===== src/rtl/usart_rx_core_if.sv =====
// Port bundle between the USART controller and the receive core.
// The controller side is the master; the receive core is the slave.
`timescale 1ns/1ps
interface usart_rx_core_if #(parameter int DATA_WIDTH = 8);
  logic                  enable_i;
  logic                  baud_tick_i;
  logic                  rx_i;
  logic [3:0]            data_bit_num_i;
  logic                  stop_bit_num_i;
  logic                  parity_en_i;
  logic                  parity_odd_i;
  logic [DATA_WIDTH-1:0] data_o;
  logic                  data_valid_o;
  logic                  frame_err_o;
  logic                  parity_err_o;
  logic                  busy_o;
  logic [2:0]            state_dbg;

  modport master (
    output enable_i, baud_tick_i, rx_i, data_bit_num_i, stop_bit_num_i,
           parity_en_i, parity_odd_i,
    input  data_o, data_valid_o, frame_err_o, parity_err_o, busy_o, state_dbg
  );

  modport slave (
    input  enable_i, baud_tick_i, rx_i, data_bit_num_i, stop_bit_num_i,
           parity_en_i, parity_odd_i,
    output data_o, data_valid_o, frame_err_o, parity_err_o, busy_o, state_dbg
  );
endinterface


===== src/rtl/usart_rx_core.sv =====
// USART receiver: synchronises rx, oversamples each bit at its centre and
// delivers one parallel word per frame with framing/parity error flags.
`timescale 1ns/1ps
module usart_rx_core #(
    parameter int    OVERSAMPLE   = 16,
    parameter int    DATA_WIDTH   = 8,
    parameter string DO_MSB_FIRST = "FALSE"
) (
    input logic           clk_i,
    input logic           s_rst_n_i,
    usart_rx_core_if.slave bus
);

    // Handshake: data_valid_o is a one-clk strobe with no back-pressure; data_o and
    // both error flags are valid with it and hold their value until the next strobe.

    localparam int              OSW       = $clog2(OVERSAMPLE);
    localparam logic [OSW-1:0]  HALF_LAST = OSW'(OVERSAMPLE / 2 - 1);
    localparam logic [OSW-1:0]  FULL_LAST = OSW'(OVERSAMPLE - 1);
    localparam logic [3:0]      MAX_BITS  = 4'(DATA_WIDTH);
    localparam bit              MSB_FIRST = (DO_MSB_FIRST == "TRUE");

    typedef enum logic [2:0] {
        IDLE      = 3'd0,
        START     = 3'd1,
        DATA      = 3'd2,
        PARITY    = 3'd3,
        STOP1     = 3'd4,
        STOP2     = 3'd5,
        WAIT_HIGH = 3'd6
    } rx_state_e;

    rx_state_e             state;
    logic                  rx_meta;
    logic                  rx_s;
    logic [OSW-1:0]        os_cnt;
    logic [3:0]            bit_cnt;
    logic [3:0]            n_bits;
    logic                  two_stop;
    logic                  par_en;
    logic                  par_odd;
    logic                  par_acc;
    logic                  par_err;
    logic [DATA_WIDTH-1:0] shreg;
    logic [DATA_WIDTH-1:0] data_q;
    logic                  valid_q;
    logic                  frame_err_q;
    logic                  parity_err_q;
    logic                  busy_q;

    always_ff @(posedge clk_i) begin
        if (!s_rst_n_i) begin
            rx_meta      <= 1'b1;
            rx_s         <= 1'b1;
            state        <= IDLE;
            os_cnt       <= '0;
            bit_cnt      <= '0;
            n_bits       <= '0;
            two_stop     <= 1'b0;
            par_en       <= 1'b0;
            par_odd      <= 1'b0;
            par_acc      <= 1'b0;
            par_err      <= 1'b0;
            shreg        <= '0;
            data_q       <= '0;
            valid_q      <= 1'b0;
            frame_err_q  <= 1'b0;
            parity_err_q <= 1'b0;
            busy_q       <= 1'b0;
        end else begin
            rx_meta <= bus.rx_i;
            rx_s    <= rx_meta;
            valid_q <= 1'b0;

            if (state != IDLE && !bus.enable_i) begin
                state  <= IDLE;
                busy_q <= 1'b0;
            end else begin
                case (state)
                    IDLE: begin
                        if (bus.enable_i && !rx_s) begin
                            state    <= START;
                            busy_q   <= 1'b1;
                            os_cnt   <= '0;
                            bit_cnt  <= '0;
                            shreg    <= '0;
                            par_acc  <= 1'b0;
                            par_err  <= 1'b0;
                            two_stop <= bus.stop_bit_num_i;
                            par_en   <= bus.parity_en_i;
                            par_odd  <= bus.parity_odd_i;
                            n_bits   <= (bus.data_bit_num_i < 4'd5)    ? 4'd5 :
                                        (bus.data_bit_num_i > MAX_BITS) ? MAX_BITS :
                                        bus.data_bit_num_i;
                        end
                    end

                    // Half a bit in, re-check the line to reject glitches.
                    START: begin
                        if (bus.baud_tick_i) begin
                            if (os_cnt == HALF_LAST) begin
                                os_cnt <= '0;
                                if (rx_s) begin
                                    state  <= IDLE;
                                    busy_q <= 1'b0;
                                end else begin
                                    state <= DATA;
                                end
                            end else begin
                                os_cnt <= os_cnt + 1'b1;
                            end
                        end
                    end

                    DATA: begin
                        if (bus.baud_tick_i) begin
                            if (os_cnt == FULL_LAST) begin
                                os_cnt  <= '0;
                                bit_cnt <= bit_cnt + 4'd1;
                                par_acc <= par_acc ^ rx_s;
                                if (MSB_FIRST) shreg <= {shreg[DATA_WIDTH-2:0], rx_s};
                                else           shreg <= shreg | (DATA_WIDTH'(rx_s) << bit_cnt);
                                if (bit_cnt == n_bits - 4'd1) state <= par_en ? PARITY : STOP1;
                            end else begin
                                os_cnt <= os_cnt + 1'b1;
                            end
                        end
                    end

                    PARITY: begin
                        if (bus.baud_tick_i) begin
                            if (os_cnt == FULL_LAST) begin
                                os_cnt  <= '0;
                                par_err <= ((par_acc ^ rx_s) != par_odd);
                                state   <= STOP1;
                            end else begin
                                os_cnt <= os_cnt + 1'b1;
                            end
                        end
                    end

                    // Frame completes at the stop sample point, leaving half a bit of
                    // slack before a back-to-back start edge can arrive.
                    STOP1, STOP2: begin
                        if (bus.baud_tick_i) begin
                            if (os_cnt == FULL_LAST) begin
                                os_cnt <= '0;
                                if (state == STOP1 && rx_s && two_stop) begin
                                    state <= STOP2;
                                end else begin
                                    data_q       <= shreg;
                                    frame_err_q  <= !rx_s;
                                    parity_err_q <= par_err;
                                    valid_q      <= 1'b1;
                                    state        <= rx_s ? IDLE : WAIT_HIGH;
                                    busy_q       <= !rx_s;
                                end
                            end else begin
                                os_cnt <= os_cnt + 1'b1;
                            end
                        end
                    end

                    WAIT_HIGH: begin
                        if (rx_s) begin
                            state  <= IDLE;
                            busy_q <= 1'b0;
                        end
                    end

                    default: begin
                        state  <= IDLE;
                        busy_q <= 1'b0;
                    end
                endcase
            end
        end
    end

    assign bus.data_o       = data_q;
    assign bus.data_valid_o = valid_q;
    assign bus.frame_err_o  = frame_err_q;
    assign bus.parity_err_o = parity_err_q;
    assign bus.busy_o       = busy_q;
    assign bus.state_dbg    = state;

endmodule


===== src/flat_wrapper.sv =====
// flat-port wrapper written by rule: the top's interface ports become plain ports
module usart_rx_core_flat 
#(
    parameter int    OVERSAMPLE   = 16,
    parameter int    DATA_WIDTH   = 8,
    parameter string DO_MSB_FIRST = "     "
)
  (clk_i, s_rst_n_i, bus_enable_i, bus_baud_tick_i, bus_rx_i, bus_data_bit_num_i, bus_stop_bit_num_i, bus_parity_en_i, bus_parity_odd_i, bus_data_o, bus_data_valid_o, bus_frame_err_o, bus_parity_err_o, bus_busy_o, bus_state_dbg);
  usart_rx_core_if #(.DATA_WIDTH(DATA_WIDTH)) bus_i ();
  input logic clk_i;
  input logic s_rst_n_i;
  input wire logic [$bits(bus_i.enable_i)-1:0] bus_enable_i;
  input wire logic [$bits(bus_i.baud_tick_i)-1:0] bus_baud_tick_i;
  input wire logic [$bits(bus_i.rx_i)-1:0] bus_rx_i;
  input wire logic [$bits(bus_i.data_bit_num_i)-1:0] bus_data_bit_num_i;
  input wire logic [$bits(bus_i.stop_bit_num_i)-1:0] bus_stop_bit_num_i;
  input wire logic [$bits(bus_i.parity_en_i)-1:0] bus_parity_en_i;
  input wire logic [$bits(bus_i.parity_odd_i)-1:0] bus_parity_odd_i;
  output wire logic [$bits(bus_i.data_o)-1:0] bus_data_o;
  output wire logic [$bits(bus_i.data_valid_o)-1:0] bus_data_valid_o;
  output wire logic [$bits(bus_i.frame_err_o)-1:0] bus_frame_err_o;
  output wire logic [$bits(bus_i.parity_err_o)-1:0] bus_parity_err_o;
  output wire logic [$bits(bus_i.busy_o)-1:0] bus_busy_o;
  output wire logic [$bits(bus_i.state_dbg)-1:0] bus_state_dbg;
  assign bus_i.enable_i = bus_enable_i;
  assign bus_i.baud_tick_i = bus_baud_tick_i;
  assign bus_i.rx_i = bus_rx_i;
  assign bus_i.data_bit_num_i = bus_data_bit_num_i;
  assign bus_i.stop_bit_num_i = bus_stop_bit_num_i;
  assign bus_i.parity_en_i = bus_parity_en_i;
  assign bus_i.parity_odd_i = bus_parity_odd_i;
  assign bus_data_o = bus_i.data_o;
  assign bus_data_valid_o = bus_i.data_valid_o;
  assign bus_frame_err_o = bus_i.frame_err_o;
  assign bus_parity_err_o = bus_i.parity_err_o;
  assign bus_busy_o = bus_i.busy_o;
  assign bus_state_dbg = bus_i.state_dbg;
  usart_rx_core #(.OVERSAMPLE(OVERSAMPLE), .DATA_WIDTH(DATA_WIDTH), .DO_MSB_FIRST(DO_MSB_FIRST)) u_core (.clk_i(clk_i), .s_rst_n_i(s_rst_n_i), .bus(bus_i));
endmodule

===== config.mk =====
export PLATFORM = sky130hd
export DESIGN_NAME = usart_rx_core_flat
export DESIGN_NICKNAME = d
export VERILOG_FILES = /design/src/rtl/usart_rx_core_if.sv /design/src/rtl/usart_rx_core.sv /design/src/flat_wrapper.sv
export SDC_FILE = /design/constraint.sdc
export NUM_CORES = 1
export LEC_CHECK = 0
export ABC_AREA = 0
export CELL_PAD_IN_SITES_DETAIL_PLACEMENT = 0
export CELL_PAD_IN_SITES_GLOBAL_PLACEMENT = 2
export CORE_UTILIZATION = 29
export DETAILED_ROUTE_END_ITERATION = 8
export PLACE_DENSITY = 0.78
export SETUP_SLACK_MARGIN = 0.05
export SLEW_MARGIN = 10
export SYNTH_ARGS = -nofsm -noshare
export SYNTH_HDL_FRONTEND = slang
export SYNTH_SLANG_ARGS = --single-unit

===== constraint.sdc =====
create_clock -name clk_i -period 1.81 [get_ports clk_i]
set_input_delay 0.543 -clock clk_i [delete_from_list [all_inputs] [get_ports clk_i]]
set_output_delay 0.543 -clock clk_i [all_outputs]
set_load 0.01 [all_outputs]

==> results.py <==
metrics = {
    "status": {
        "status": "finished, final reports clean",
    },
    "drt": {
        "drc_errors": 0,
        "via_per_inst": 4.65,
        "first_pass_iters": 4,
        "wl_per_cell_um": 11.9,
        "ant_nets": 0,
        "num_vias": 1873,
        "drt-total-wl_um": 4800,
        "drt-initial-drc-count": 70,
    },
    "synthesis": {
        "synthCells": 245,
        "synth-simple-area-share_pct": 24.8,
        "synth_xor_area_share_pct": 5.95,
        "synth_top_cell_by_area": "dfxtp_1",
        "synth_seq_cells": 42,
        "synthFlopType": "dfxtp_1",
        "synth_cell_types": 45,
        "syn_avg_cell_area_um2": 8.33,
        "synth.area.mux_share_pct": 5.46,
        "synth_warnings": 0,
        "syn_nets": 260,
        "async_reset_ff_share_pct": 0,
        "synth_top_family_by_area": "simple AND/OR/NAND/NOR gates",
        "synthAdderAreaFrac_pct": 1.84,
        "synth.cell_area_um2": 2040,
        "synth_common_cells": "dfxtp_1 (42), nor2_1 (32), nand2_1 (29), a21oi_1 (21), o21ai_0 (14)",
        "yosysMostFrequentCell": "dfxtp_1",
        "synth_compound_area_share_pct": 15.2,
        "synth_edf_count": 0,
        "netlist_top_cells_area": "dfxtp_1 (41%), nor2_1 (5.9%), nand2_1 (5.3%), a21oi_1 (5.2%), mux2i_1 (4.9%)",
        "seq_area_frac_synth_pct": 41.2,
        "synth_top_area_share_pct": 41.2,
    },
    "worst_setup_path": {
        "required_ns": 2.04,
        "cp.arrival_ns": 1.99,
        "end_kind": "register",
        "start_kind": "register",
        "worst-path-max-fanout": 2,
        "crit_type": "reg -> reg",
    },
    "global_route": {
        "grt_max_degree": 23,
        "grt_overflow": 0,
        "grt_pass1_wl_um": 8390,
        "antenna_found_initial": 0,
        "track_usage_pct": 14.5,
        "grt_pass1_vias": 1841,
    },
    "timing": {
        "drv_slew": 0,
        "rsz0062_at_grt": "true",
        "max_slew_margin_pct": 52.8,
        "report.final.setup_viol": 0,
        "skew_ns": 0.00795,
        "max_freq_ghz": 0.569,
        "setup_ws_ns": 0.0523,
        "hold_viol_final": 0,
        "period_share_pct": 97.1,
        "hold_ws_ns": 0.416,
        "tightestPinTransition_ns": 0.700,
        "min_period_ns": 1.76,
        "finalSetupTns_ns": 0,
    },
    "floorplan": {
        "core_area_um2": 6790,
        "die_height_um": 85.9,
        "io_pins": 27,
        "start_util_pct": 30.0,
        "die_area_um2": 7380,
        "rows": 30,
        "die_x_um": 85.9,
    },
    "placement": {
        "placed_area_um2": 2660,
        "place_congestion": 0.787,
        "dp_hpwl_um": 3540,
        "pre_cts_ws_ns": -0.565,
        "numPortBuffers": 26,
    },
    "clocking": {
        "clkLatencyLatePin_ns": 0.30,
        "cts_inserted_buffers": 5,
        "cts-htree-levels": 2,
        "cts_root_buffer": "clkbuf_8",
        "cts.sinks": 42,
        "cts_setup_buffers": 0,
        "path_clk_slew_ns": 0.09,
        "tritoncts": "done",
        "clockBufferDepth": 2,
    },
    "power_and_ir_drop": {
        "ir_drop_uv": 362,
        "total_power_mw": 2.64,
        "powerDensity_nw_per_um2": 929,
        "p_leak_nw": 1.22,
    },
    "run": {
        "max_cap_viol_count": 0,
    },
    "hold_path": {
        "hold_class": "reg -> reg",
    },
    "layout": {
        "area_growth_pct": 39.2,
        "nets": 321,
        "diodes": 0,
        "drive_gt1_share_pct": 25.7,
        "post-route-cell-area_um2": 2840,
    },
}
==> timing repair <==
item | in CTS | in global routing
setup endpoints to repair | 42 | 21
hold buffers | 0 | 0
pin swaps | 1 | 3
resized for setup | 14 | 23
cloned | 0 | 0
==> path summary, 6_finish.rpt <==
kind | from | end | slack, ns | cells past startpoint
min | u_core.rx_meta | u_core.rx_s | 0.42 | 1
max | u_core.n_bits[1] | u_core.bus.state_dbg[0] | 0.05 | 7
max reg2reg | u_core.n_bits[1] | u_core.bus.state_dbg[0] | 0.05 | 7
min reg2reg | u_core.rx_meta | u_core.rx_s | 0.42 | 1
==> report_power, final <==
part | internal (mW) | switching, mW | leakage, nW
logic | 0.502 | 0.438 | 0.831
clock network | 0.279 | 0.357 | 0.0447
registers | 0.980 | 0.0824 | 0.343
total | 1.76 | 0.878 | 1.22
==> layout make-up <==
| type | instances | area, um2 |
|---|---|---|
| tap | 96 | 120 |
| inverter | 8 | 30.0 |
| clock inverter | 3 | 25.0 |
| fill | 705 | 3950 |
| sequential | 42 | 857 |
| clock buffer | 5 | 68.8 |
| timing repair buffer | 68 | 584 |
| multi-input combinational | 181 | 1160 |
==> critical path: stages, from the launching register on <==
cell and delay [ns]:
dfxtp_2 0.34, inv_2 0.04, ha_4 0.25, xor2_1 0.14, nand2_1 0.07, o311a_1 0.31, or4_4 0.42, a21oi_2 0.12
==> registers in the layout, indices dropped and copies added, names as in the netlist, 3 cells and up <==
name,cells
u_core.bus.data_o,8
u_core.shreg,8
u_core.bit_cnt,4
u_core.n_bits,4
u_core.os_cnt,4
u_core.bus.state_dbg,3
==> cell families (layout without fill, tap and decap cells) <==
group,count (synthesis),count (layout)
AND/OR/NAND/NOR,103,103
multiplexers,11,11
buffers and inverters,22,84
AO/OA/AOI/OAI,51,51
XOR/XNOR,13,13
flip-flops,42,42
adder cells (fa/ha/maj),3,3
==> through the flow <==
step                      utilization, %  std cells
final                               41.8        403
after global routing                41.8        403
after CTS                           40.7        403
after detailed placement            39.1        395
after global placement              39.1        395
after floorplan                        -        245
==> routing by layer <==
layer | vias to the layer above | GRT usage [%] | share of wire [%]
li1 | 972 | - | -
met1 | 866 | 18.3 | 49
met2 | 26 | 24.2 | 46
met3 | 9 | 2.79 | 3.1
met4 | 0 | 6.06 | 1.9
met5 | - | 0 | 0
==> placed cells by master (no fill, tap or decap), types with 3 or more instances in the layout <==
| cell | netlist | routed |
|---|---|---|
| o21ai_0 | 14 | 13 |
| nand2b_1 | 4 | 4 |
| buf_4 | 0 | 41 |
| nor3_1 | 6 | 4 |
| dfxtp_2 | 0 | 4 |
| mux2i_1 | 10 | 10 |
| clkbuf_8 | 0 | 5 |
| dlygate4sd2_1 | 0 | 4 |
| xor2_1 | 6 | 6 |
| nor2_1 | 32 | 30 |
| dlymetal6s2s_1 | 0 | 4 |
| clkdlybuf4s50_1 | 0 | 17 |
| nor2b_1 | 6 | 6 |
| xnor2_1 | 6 | 6 |
| dfxtp_4 | 0 | 3 |
| nand2_1 | 29 | 29 |
| nand3_1 | 10 | 10 |
| inv_1 | 8 | 6 |
| nor3_2 | 1 | 3 |
| dfxtp_1 | 42 | 35 |
| a21oi_1 | 21 | 20 |
(Power assumes the default switching activity.)
